===== config.mk =====
export PLATFORM = sky130hd
export DESIGN_NAME = seat_query_reader_flat
export DESIGN_NICKNAME = d
export VERILOG_FILES = /design/src/rtl/seat_query_reader_if.sv /design/src/rtl/seat_query_reader.sv /design/src/flat_wrapper.sv
export SDC_FILE = /design/constraint.sdc
export NUM_CORES = 1
export LEC_CHECK = 0
export CORE_MARGIN = 2
export CORE_UTILIZATION = 45
export DETAILED_ROUTE_END_ITERATION = 6
export PLACE_DENSITY = 0.7
export SYNTH_ARGS = -nofsm -noshare
export SYNTH_HDL_FRONTEND = slang
export SYNTH_SLANG_ARGS = --single-unit

===== constraint.sdc =====
create_clock -name clk -period 5.9 [get_ports clk]
set_input_delay 1.18 -clock clk [delete_from_list [all_inputs] [get_ports clk]]
set_output_delay 1.18 -clock clk [all_outputs]
set_load 0.01 [all_outputs]

===== src/rtl/seat_query_reader_if.sv =====
// ---------------------------------------------------------------------------
// seat_query_reader_if
//   Bundles the three buses of the seat-table query responder:
//     query   : q_valid/q_ready handshake with q_mode, q_seat, q_student
//     table   : tbl_rd_en/tbl_rd_addr strobe and tbl_rd_student/tbl_rd_state
//               data returned one cycle after the strobe
//     result  : r_valid/r_ready handshake with r_found, r_seat, r_student,
//               r_state, r_count
//   slave  modport : the responder (seat_query_reader)
//   master modport : the environment (query source, seat table, result sink)
// ---------------------------------------------------------------------------
interface seat_query_reader_if #(
    parameter int SEAT_W = 5,
    parameter int SNO_W  = 32,
    parameter int CNT_W  = 6
);
    // query channel
    logic              q_valid;
    logic              q_ready;
    logic [1:0]        q_mode;
    logic [SEAT_W-1:0] q_seat;
    logic [SNO_W-1:0]  q_student;

    // seat table read port
    logic              tbl_rd_en;
    logic [SEAT_W-1:0] tbl_rd_addr;
    logic [SNO_W-1:0]  tbl_rd_student;
    logic [1:0]        tbl_rd_state;

    // result channel
    logic              r_valid;
    logic              r_ready;
    logic              r_found;
    logic [SEAT_W-1:0] r_seat;
    logic [SNO_W-1:0]  r_student;
    logic [1:0]        r_state;
    logic [CNT_W-1:0]  r_count;

    modport slave (
        input  q_valid, q_mode, q_seat, q_student,
        output q_ready,
        output tbl_rd_en, tbl_rd_addr,
        input  tbl_rd_student, tbl_rd_state,
        output r_valid, r_found, r_seat, r_student, r_state, r_count,
        input  r_ready
    );

    modport master (
        output q_valid, q_mode, q_seat, q_student,
        input  q_ready,
        input  tbl_rd_en, tbl_rd_addr,
        output tbl_rd_student, tbl_rd_state,
        input  r_valid, r_found, r_seat, r_student, r_state, r_count,
        output r_ready
    );
endinterface


===== src/rtl/seat_query_reader.sv =====
// ---------------------------------------------------------------------------
// seat_query_reader
//   Serves queries against the seat table through a single registered read
//   port (data valid the cycle after tbl_rd_en):
//     BY_SEAT    : report holder and state of one seat
//     BY_STUDENT : scan seats from 0 upward for the first in-use seat held by
//                  the student (student number 0 never matches)
//     COUNT      : scan all seats and count the in-use ones (AWAY/OCCUPIED)
//   One query is in flight at a time; a result is held until r_ready.
//   Ports:
//     clk, rst_n : clock and asynchronous active-low reset
//     bus        : query / table / result buses (seat_query_reader_if.slave)
//   The interface instance must use the same SEAT_W, SNO_W and CNT_W.
// ---------------------------------------------------------------------------
module seat_query_reader #(
    parameter int NUM_SEATS = 32,
    parameter int SEAT_W    = 5,
    parameter int SNO_W     = 32,
    parameter int CNT_W     = 6
) (
    input  logic                clk,
    input  logic                rst_n,
    seat_query_reader_if.slave  bus
);

    typedef enum logic [1:0] {
        S_IDLE = 2'd0,
        S_RD   = 2'd1,
        S_CMP  = 2'd2,
        S_RESP = 2'd3
    } state_t;

    typedef enum logic [1:0] {
        M_BY_SEAT    = 2'd0,
        M_BY_STUDENT = 2'd1,
        M_COUNT      = 2'd2,
        M_RESERVED   = 2'd3
    } mode_t;

    localparam logic [1:0]        SEAT_AWAY     = 2'd1;
    localparam logic [1:0]        SEAT_OCCUPIED = 2'd2;
    localparam logic [SEAT_W:0]   SEAT_LIMIT    = (SEAT_W+1)'(NUM_SEATS);
    localparam logic [SEAT_W-1:0] LAST_IDX      = SEAT_W'(NUM_SEATS - 1);

    state_t             state, next_state;
    mode_t              mode_q;
    logic               skip_q;      // query answered without a table read
    logic               q_ready_q;
    logic [SEAT_W-1:0]  seat_q;
    logic [SNO_W-1:0]   student_q;
    logic [SEAT_W-1:0]  index;
    logic [SEAT_W-1:0]  addr_q;
    logic [CNT_W-1:0]   cnt;
    logic               r_found_q;
    logic [SEAT_W-1:0]  r_seat_q;
    logic [SNO_W-1:0]   r_student_q;
    logic [1:0]         r_state_q;

    logic seat_in_range;
    logic skip_in;
    logic accept;
    logic in_use;
    logic hit;
    logic last;

    assign seat_in_range = ({1'b0, bus.q_seat} < SEAT_LIMIT);
    assign skip_in       = (mode_t'(bus.q_mode) == M_RESERVED) ||
                           ((mode_t'(bus.q_mode) == M_BY_SEAT) && !seat_in_range);
    assign accept        = (state == S_IDLE) && q_ready_q && bus.q_valid;

    // State 3 on the table is treated as FREE.
    assign in_use = (bus.tbl_rd_state == SEAT_AWAY) || (bus.tbl_rd_state == SEAT_OCCUPIED);
    assign hit    = in_use && (student_q != '0) && (bus.tbl_rd_student == student_q);
    assign last   = (index == LAST_IDX);

    // NOTE: state registers use non-blocking assignments so every flop samples
    // the pre-edge values of the others, matching real hardware.
    always_ff @(posedge clk or negedge rst_n) begin
        if (!rst_n) begin
            state <= S_IDLE;
        end else begin
            state <= next_state;
        end
    end

    // NOTE: next_state is given its default before the case so that no path
    // leaves it unassigned, which would otherwise infer a latch.
    always_comb begin
        next_state = state;
        unique case (state)
            S_IDLE: begin
                if (accept) begin
                    next_state = skip_in ? S_CMP : S_RD;
                end
            end
            S_RD: begin
                next_state = S_CMP;
            end
            S_CMP: begin
                if (skip_q) begin
                    next_state = S_RESP;
                end else begin
                    unique case (mode_q)
                        M_BY_STUDENT: next_state = (hit || last) ? S_RESP : S_RD;
                        M_COUNT:      next_state = last ? S_RESP : S_RD;
                        default:      next_state = S_RESP;
                    endcase
                end
            end
            S_RESP: begin
                if (bus.r_ready) begin
                    next_state = S_IDLE;
                end
            end
        endcase
    end

    always_ff @(posedge clk or negedge rst_n) begin
        if (!rst_n) begin
            q_ready_q   <= 1'b0;
            mode_q      <= M_BY_SEAT;
            skip_q      <= 1'b0;
            seat_q      <= '0;
            student_q   <= '0;
            index       <= '0;
            addr_q      <= '0;
            cnt         <= '0;
            r_found_q   <= 1'b0;
            r_seat_q    <= '0;
            r_student_q <= '0;
            r_state_q   <= '0;
        end else begin
            // Registered ready: rises one edge after reset release, and one
            // edge after the result handshake (the dead cycle after RESP).
            q_ready_q <= (state == S_IDLE) && (next_state == S_IDLE);

            if (accept) begin
                mode_q    <= mode_t'(bus.q_mode);
                skip_q    <= skip_in;
                seat_q    <= bus.q_seat;
                student_q <= bus.q_student;
                index     <= '0;
                cnt       <= '0;
                if (!skip_in) begin
                    addr_q <= (mode_t'(bus.q_mode) == M_BY_SEAT) ? bus.q_seat : '0;
                end
            end

            if (state == S_CMP) begin
                if (skip_q) begin
                    r_found_q   <= 1'b0;
                    r_seat_q    <= seat_q;
                    r_student_q <= '0;
                    r_state_q   <= '0;
                end else begin
                    unique case (mode_q)
                        M_BY_SEAT: begin
                            r_found_q   <= in_use;
                            r_seat_q    <= seat_q;
                            r_student_q <= bus.tbl_rd_student;
                            r_state_q   <= bus.tbl_rd_state;
                        end
                        M_BY_STUDENT: begin
                            if (hit) begin
                                r_found_q   <= 1'b1;
                                r_seat_q    <= index;
                                r_student_q <= bus.tbl_rd_student;
                                r_state_q   <= bus.tbl_rd_state;
                            end else if (last) begin
                                r_found_q   <= 1'b0;
                                r_seat_q    <= index;
                                r_student_q <= student_q;
                                r_state_q   <= '0;
                            end else begin
                                index  <= index + SEAT_W'(1);
                                addr_q <= index + SEAT_W'(1);
                            end
                        end
                        M_COUNT: begin
                            cnt <= cnt + CNT_W'(in_use);
                            if (last) begin
                                // Include the seat being evaluated right now.
                                r_found_q <= (cnt != '0) || in_use;
                                r_seat_q  <= index;
                            end else begin
                                index  <= index + SEAT_W'(1);
                                addr_q <= index + SEAT_W'(1);
                            end
                        end
                        default: begin
                            r_found_q <= 1'b0;
                        end
                    endcase
                end
            end
        end
    end

    assign bus.q_ready     = q_ready_q;
    assign bus.tbl_rd_en   = (state == S_RD);
    assign bus.tbl_rd_addr = addr_q;
    assign bus.r_valid     = (state == S_RESP);
    assign bus.r_found     = r_found_q;
    assign bus.r_seat      = r_seat_q;
    assign bus.r_student   = r_student_q;
    assign bus.r_state     = r_state_q;
    assign bus.r_count     = cnt;

endmodule


===== src/flat_wrapper.sv =====
// flat-port wrapper written by rule: the top's interface ports become plain ports
module seat_query_reader_flat 
#(
    parameter int NUM_SEATS = 32,
    parameter int SEAT_W    = 5,
    parameter int SNO_W     = 32,
    parameter int CNT_W     = 6
)
  (clk, rst_n, bus_q_valid, bus_q_mode, bus_q_seat, bus_q_student, bus_q_ready, bus_tbl_rd_en, bus_tbl_rd_addr, bus_tbl_rd_student, bus_tbl_rd_state, bus_r_valid, bus_r_found, bus_r_seat, bus_r_student, bus_r_state, bus_r_count, bus_r_ready);
  seat_query_reader_if #(.SEAT_W(SEAT_W), .SNO_W(SNO_W), .CNT_W(CNT_W)) bus_i ();
  input  logic clk;
  input  logic rst_n;
  input wire logic [$bits(bus_i.q_valid)-1:0] bus_q_valid;
  input wire logic [$bits(bus_i.q_mode)-1:0] bus_q_mode;
  input wire logic [$bits(bus_i.q_seat)-1:0] bus_q_seat;
  input wire logic [$bits(bus_i.q_student)-1:0] bus_q_student;
  output wire logic [$bits(bus_i.q_ready)-1:0] bus_q_ready;
  output wire logic [$bits(bus_i.tbl_rd_en)-1:0] bus_tbl_rd_en;
  output wire logic [$bits(bus_i.tbl_rd_addr)-1:0] bus_tbl_rd_addr;
  input wire logic [$bits(bus_i.tbl_rd_student)-1:0] bus_tbl_rd_student;
  input wire logic [$bits(bus_i.tbl_rd_state)-1:0] bus_tbl_rd_state;
  output wire logic [$bits(bus_i.r_valid)-1:0] bus_r_valid;
  output wire logic [$bits(bus_i.r_found)-1:0] bus_r_found;
  output wire logic [$bits(bus_i.r_seat)-1:0] bus_r_seat;
  output wire logic [$bits(bus_i.r_student)-1:0] bus_r_student;
  output wire logic [$bits(bus_i.r_state)-1:0] bus_r_state;
  output wire logic [$bits(bus_i.r_count)-1:0] bus_r_count;
  input wire logic [$bits(bus_i.r_ready)-1:0] bus_r_ready;
  assign bus_i.q_valid = bus_q_valid;
  assign bus_i.q_mode = bus_q_mode;
  assign bus_i.q_seat = bus_q_seat;
  assign bus_i.q_student = bus_q_student;
  assign bus_q_ready = bus_i.q_ready;
  assign bus_tbl_rd_en = bus_i.tbl_rd_en;
  assign bus_tbl_rd_addr = bus_i.tbl_rd_addr;
  assign bus_i.tbl_rd_student = bus_tbl_rd_student;
  assign bus_i.tbl_rd_state = bus_tbl_rd_state;
  assign bus_r_valid = bus_i.r_valid;
  assign bus_r_found = bus_i.r_found;
  assign bus_r_seat = bus_i.r_seat;
  assign bus_r_student = bus_i.r_student;
  assign bus_r_state = bus_i.r_state;
  assign bus_r_count = bus_i.r_count;
  assign bus_i.r_ready = bus_r_ready;
  seat_query_reader #(.NUM_SEATS(NUM_SEATS), .SEAT_W(SEAT_W), .SNO_W(SNO_W), .CNT_W(CNT_W)) u_core (.clk(clk), .rst_n(rst_n), .bus(bus_i));
endmodule

[Yosys cells after proc, flatten, opt, wreduce, memory -nomap -nowiden]
Index checks and enable logic that the tools add are counted.
Word-level totals
  register bits: 99
  input bits: 77
  output and inout port bits: 54
  logic and storage cells: 89
Operators by class
  $add $sub $neg: 2
  equal/unequal tests: 12
  muxes and demuxes: 43
  reductions and logical operators: 19
Operator list (count)
  32-bit two-way mux: 3
  5-bit two-way mux: 15
  32-bit one-hot mux with 2 select lines: 1
  32-bit equality test: 1
  32-bit nonzero test: 1
  6-bit two-way mux: 4
  5-bit one-hot mux with 2 select lines: 2
  2-bit two-way mux: 9
  5-bit one-hot mux with 3 select lines: 1
  2-bit equality test (second input constant): 5
  2-bit zero test: 4
  2-bit one-hot mux with 2 select lines: 2
  2-bit one-hot mux with 4 select lines: 1
  6-bit by 1-bit adder with 6-bit output: 1
  2-bit by 1-bit equality test with 1-bit output (second input constant): 3
  3-bit AND reduction: 2
  6-bit nonzero test: 1
  5-bit by 1-bit adder with 5-bit output (second input constant): 1
  5-bit equality test (second input constant): 1
  1-bit logical AND: 5
  1-bit two-way mux: 4
  4-bit by 1-bit != test with 1-bit output (second input constant): 1
  4-bit nonzero test: 1
  1-bit logical OR: 3
  4 further kinds: 4

[Depth between registers and ports, before layout]
  word-level depth: 11
  mapped depth: 10
  depth with buffers taken out: 9

[Worst setup path before layout]
Ideal clock, no wire load.
  path kind: input to register
  start point: in bus_tbl_rd_student[18]
  end point: reg u_core.r_student_q[11], in the netlist u_core.bus.r_student[11]
  setup time: 125 ps
  data arrival time: 2657 ps
  data required time: 5775 ps
  path slack: 3118 ps
  stages: 8
  buffers on the path: 2
  path through: xor2_1 nor4b_2 o2111ai_1 o31ai_2 buf_6 buf_12 mux2i_1 o2bb2ai_2
On the way
  cells in the longest elaborated chain, start to end: 5
  elaborated cells on any way between the ends: 7
  classes of those cells: eq/ne (2); mux (3); reduce/logical (2)
Ends and longest elaborated chain
  start: declaration: line flat_wrapper.sv:20  | input wire logic [$bits(bus_i.tbl_rd_student)-1:0] bus_tbl_rd_student;
  32-bit equality test (*): line seat_query_reader.sv:73  | assign hit = in_use && (student_q != '0) && (bus.tbl_rd_student == student_q);
  1-bit logical AND (*): line seat_query_reader.sv:73
  32-bit two-way mux: line seat_query_reader.sv:164  | if (hit) begin
  32-bit one-hot mux with 2 select lines: line seat_query_reader.sv:156  | unique case (mode_q)
  32-bit two-way mux: line seat_query_reader.sv:150  | if (skip_q) begin
  end signal: assignment: line seat_query_reader.sv:160  | r_student_q <= bus.tbl_rd_student;
  end signal: assignment: line seat_query_reader.sv:167  | r_student_q <= bus.tbl_rd_student;
  end signal: assignment: line seat_query_reader.sv:172  | r_student_q <= student_q;
  end: declaration: line seat_query_reader.sv:56  | logic [SNO_W-1:0] r_student_q;
Every way passes the cells marked *; elsewhere a longest branch is shown, timed or not.
A chain may end at the register's enable or synchronous reset.

[Final worst setup path]
  start point: in bus_tbl_rd_state[0]
  end point: reg u_core.r_student_q[28], in the netlist u_core.bus.r_student[28]
On the way
  cells in the longest elaborated chain, start to end: 7
  elaborated cells on any way between the ends: 10
  classes of those cells: eq/ne (3); mux (3); reduce/logical (4)
Ends and longest elaborated chain
  start: declaration: line flat_wrapper.sv:21  | input wire logic [$bits(bus_i.tbl_rd_state)-1:0] bus_tbl_rd_state;
  2-bit by 1-bit equality test with 1-bit output or 2-bit equality test (tied branches): line seat_query_reader.sv:72  | assign in_use = (bus.tbl_rd_state == SEAT_AWAY) || (bus.tbl_rd_state == SEAT_OCCUPIED);
  1-bit logical OR (*): line seat_query_reader.sv:72
  1-bit logical AND (*) (2 in a row): line seat_query_reader.sv:73
  32-bit two-way mux: line seat_query_reader.sv:164
  32-bit one-hot mux with 2 select lines: line seat_query_reader.sv:156
  32-bit two-way mux: line seat_query_reader.sv:150
Marked as above.

==> results by group <==
Place
  • Post-DP HPWL: 11.1 mm
  • IO Port Bufs: 130
  • Placed Area: 6820 um2
  • Post-Place Worst Slack: 1.83 ns
  • GPL Wtd Cong: 0.881

Detailed routing
  • DR pass1 iterations: 5
  • DRC Markers: 0
  • Post-route ant nets: 0
  • Routed len/inst: 18.8 um
  • Vias per cell: 5.69
  • Via count: 4680
  • Routed Wire Length: 15.4 mm
  • 1st-iter DRT viols: 283

Global routing
  • First-pass GRT wire length: 24.9 mm
  • Largest net degree at the start of global routing: 56
  • GRT Util Overall: 0.245
  • Initial antenna violation count: 0
  • Grt ovf: 0
  • Vias in the first global route: 4790

Synthesis
  • Yosys warns: 0
  • Synthesized area: 5460 um2
  • Post-synth EDFFs: 0
  • Multiplexer share of the synthesized area: 0.0765
  • Avg Inst Size Synth: 9.82 um2
  • Async set-reset flop share out of synthesis: 1.00
  • Largest family of logic cells by synthesized area: simple AND/OR/NAND/NOR gates
  • Xor and xnor area share after synthesis: 0.0593
  • Syn Nets: 641
  • Top_reg_cell synth: dfrtp_1
  • Synth Area in Adders: 0.0183
  • Simple-gate portion of the synthesized area: 0.193
  • Synth Area in Compound Gates: 0.158
  • Flops & latches, synth: 99
  • Register area share after synthesis: 0.454
  • Cell variety after synth: 49
  • Mapped Cells: 556

Timing
  • Final period util: 0.630
  • Unrepaired setup endpoints after global routing: no
  • Fin worst setup slack: 2.19 ns
  • Maximum clock rate: 269 MHz
  • Hold violation count in the final report: 0
  • Slew Limit Fails: 0
  • Clock Skews: 0.00846 ns
  • Final setup viols: 0
  • Worst-margin pin slew: 1.27 ns
  • Final hold slack: 0.490 ns
  • Total Neg Setup Slack: 0 ns
  • Max-slew headroom: 0.152
  • Final min period: 3.71 ns

Clocking
  • Post-CTS Setup Bufs: 0
  • Clk sinks: 99
  • Hold_buf cts: 0
  • Clock buffer depth: 2
  • CTS H-tree depth: 3
  • Reg clk slew, reported paths: 0.07 ns
  • CTS tree: built
  • Post-CTS Resized: 0
  • CTS Buf Count: 9
  • Root Driver: clkbuf_16
  • Worst-Skew Late Latency: 0.35 ns

Finish
  • Layout Nets: 756
  • Post-route cell area: 7120 um2
  • Layout cell share with drive strength beyond 1: 0.0799
  • N_diodes: 0
  • Area occupied by multi-input gates: 2790 um2
  • Area taken by flip-flops and latches: 2480 um2
  • Final Util: 0.598
  • Area Overhead vs Synth: 30.4%
  • Fill count: 1060

Setup path
  • Worst Setup Start Kind: primary input
  • R2r setup slk: 2.94 ns
  • CP max FO: 19
  • Critical Path RT: 6.12 ns
  • Crit path DAT: 3.94 ns
  • Setup Crit Path Kind: in2reg
  • Nature of the critical path endpoint: flip-flop

Floorplanning
  • Die Footprint: 13000 um2
  • Die Width: 114 um
  • Core area: 11900 um2
  • Core Rows: 40
  • Initial cell density of the core: 0.459
  • IO Pins: 131
  • Die H: 114 um

Flow run
  • Max-Cap Viols: 0

Power
  • P per Cell Area: 488 nW/um2
  • Pint: 0.00204 W
  • Max rail drop VDD: 234 uV
  • Reg power frac: 0.356
  • Psw: 0.00143 W
  • Gate power share: 0.470
  • Static Leak: 3.16 nW
  • Clock network fraction of total power: 0.174
  • Sw Ratio: 0.412

Min path
  • Tightest Hold Check Type: reg2reg

Status
  • Outcome: finished, final reports clean
final timing paths:
check,end,start,depth (start not counted)
max,u_core.bus.r_student[28],bus_tbl_rd_state[0],8
min,u_core.seat_q[1],u_core.seat_q[1],2
max reg2reg,u_core.bus.r_student[3],u_core.student_q[25],7
min reg2reg,u_core.seat_q[1],u_core.seat_q[1],2
max in group asynchronous,u_core.bus.r_count[1],rst_n,2
min in group asynchronous,u_core.bus.r_count[5],rst_n,1
worst max-delay path: stages:
cell and delay [ns]:
clkdlybuf4s50_1 0.51, xnor2_1 0.20, nor4b_2 0.27, o2111ai_1 0.23, o31ai_4 0.71, buf_4 0.44, mux2i_1 0.31, o2bb2ai_2 0.07
routing by layer:
metal / part of all wire / GRT usage
met3: 0.060 / 0.0693
met4: 0.025 / 0.0805
met2: 0.50 / 0.421
met1: 0.42 / 0.298
met5: 0 / 0
cell usage after synthesis (3+ instances only):
master	instances	area share
mux2_2	6	0.012
and2_1	4	0.0046
dfrtp_1	99	0.45
o2bb2ai_1	14	0.022
mux2i_1	35	0.064
buf_1	3	0.0021
o32ai_1	4	0.0064
nor2_1	19	0.013
o2bb2ai_2	19	0.052
ha_1	8	0.018
nand3_1	12	0.011
inv_1	7	0.0048
a31oi_1	7	0.0080
nor2b_1	4	0.0046
a21oi_1	15	0.014
o21ai_0	20	0.018
nor3_1	4	0.0037
nand4_1	5	0.0057
nand2_1	143	0.098
xnor2_1	6	0.0096
clkbuf_1	16	0.011
buf_2	5	0.0046
buf_6	4	0.0082
a32oi_1	5	0.0080
nor4_1	24	0.027
xor2_1	31	0.050
nand3b_1	6	0.0082
cell type report:
type,instances,share of cell area
Multi-Input combinational cell,418,0.392
Sequential cell,99,0.348
Timing Repair Buffer,136,0.189
Clock buffer,10,0.0321
Tap cell,147,0.0258
Clock inverter,6,0.0104
Inverter,7,0.00369
logic make-up (layout without fill, tap and decap cells):
logic type | Yosys count | after routing
multiplexers | 41 | 41
adder cells (fa/ha/maj) | 8 | 8
XOR/XNOR | 37 | 37
AO/OA/AOI/OAI | 100 | 100
AND/OR/NAND/NOR | 232 | 232
buffers and inverters | 39 | 159
flip-flops | 99 | 99
stage by stage:
stage	std cells	power (W)
finish	823	0.00347
global route	823	0.00371
CTS	823	0.00350
detailed placement	807	0.00287
global placement	807	0.00282
floorplan	556	0.00227
state kept, by name, summed over array words and instances (netlist names):
| signal | flops |
|---|---|
| u_core.mode_q | 2 |
| u_core.student_q | 32 |
| u_core.bus.q_ready | 1 |
| u_core.bus.r_student | 32 |
| u_core.bus.r_state | 2 |
| u_core.bus.r_found | 1 |
| u_core.seat_q | 5 |
| u_core.bus.r_seat | 5 |
| u_core.bus.r_count | 6 |
| u_core.skip_q | 1 |
| u_core.index | 5 |
| u_core.bus.tbl_rd_addr | 5 |
| u_core.state | 2 |
layout by cell type, fill, tap and decap left out, drive strengths merged, types with 4 or more instances in the layout:
| cell | n |
|---|---|
| a21oi | 15 |
| a31oi | 7 |
| a32oi | 5 |
| and2 | 4 |
| buf | 7 |
| clkbuf | 10 |
| clkdlybuf4s50 | 129 |
| dfrtp | 99 |
| ha | 8 |
| inv | 9 |
| mux2 | 6 |
| mux2i | 35 |
| nand2 | 143 |
| nand3 | 12 |
| nand3b | 6 |
| nand4 | 5 |
| nor2 | 19 |
| nor2b | 4 |
| nor3 | 5 |
| nor4 | 24 |
| o21ai | 21 |
| o2bb2ai | 33 |
| o32ai | 4 |
| xnor2 | 6 |
| xor2 | 31 |
power by group through the flow:
stage	Combinational, W	Sequential, W	Clock, W
2_1_floorplan	0.00106	0.00121	0
3_3_place_gp	0.00159	0.00123	0
3_5_place_dp	0.00163	0.00124	0
4_1_cts	0.00164	0.00123	0.000620
5_1_grt	0.00178	0.00127	0.000650
6_report	0.00163	0.00124	0.000604
No activity file was read; power rests on OpenSTA's default activity.
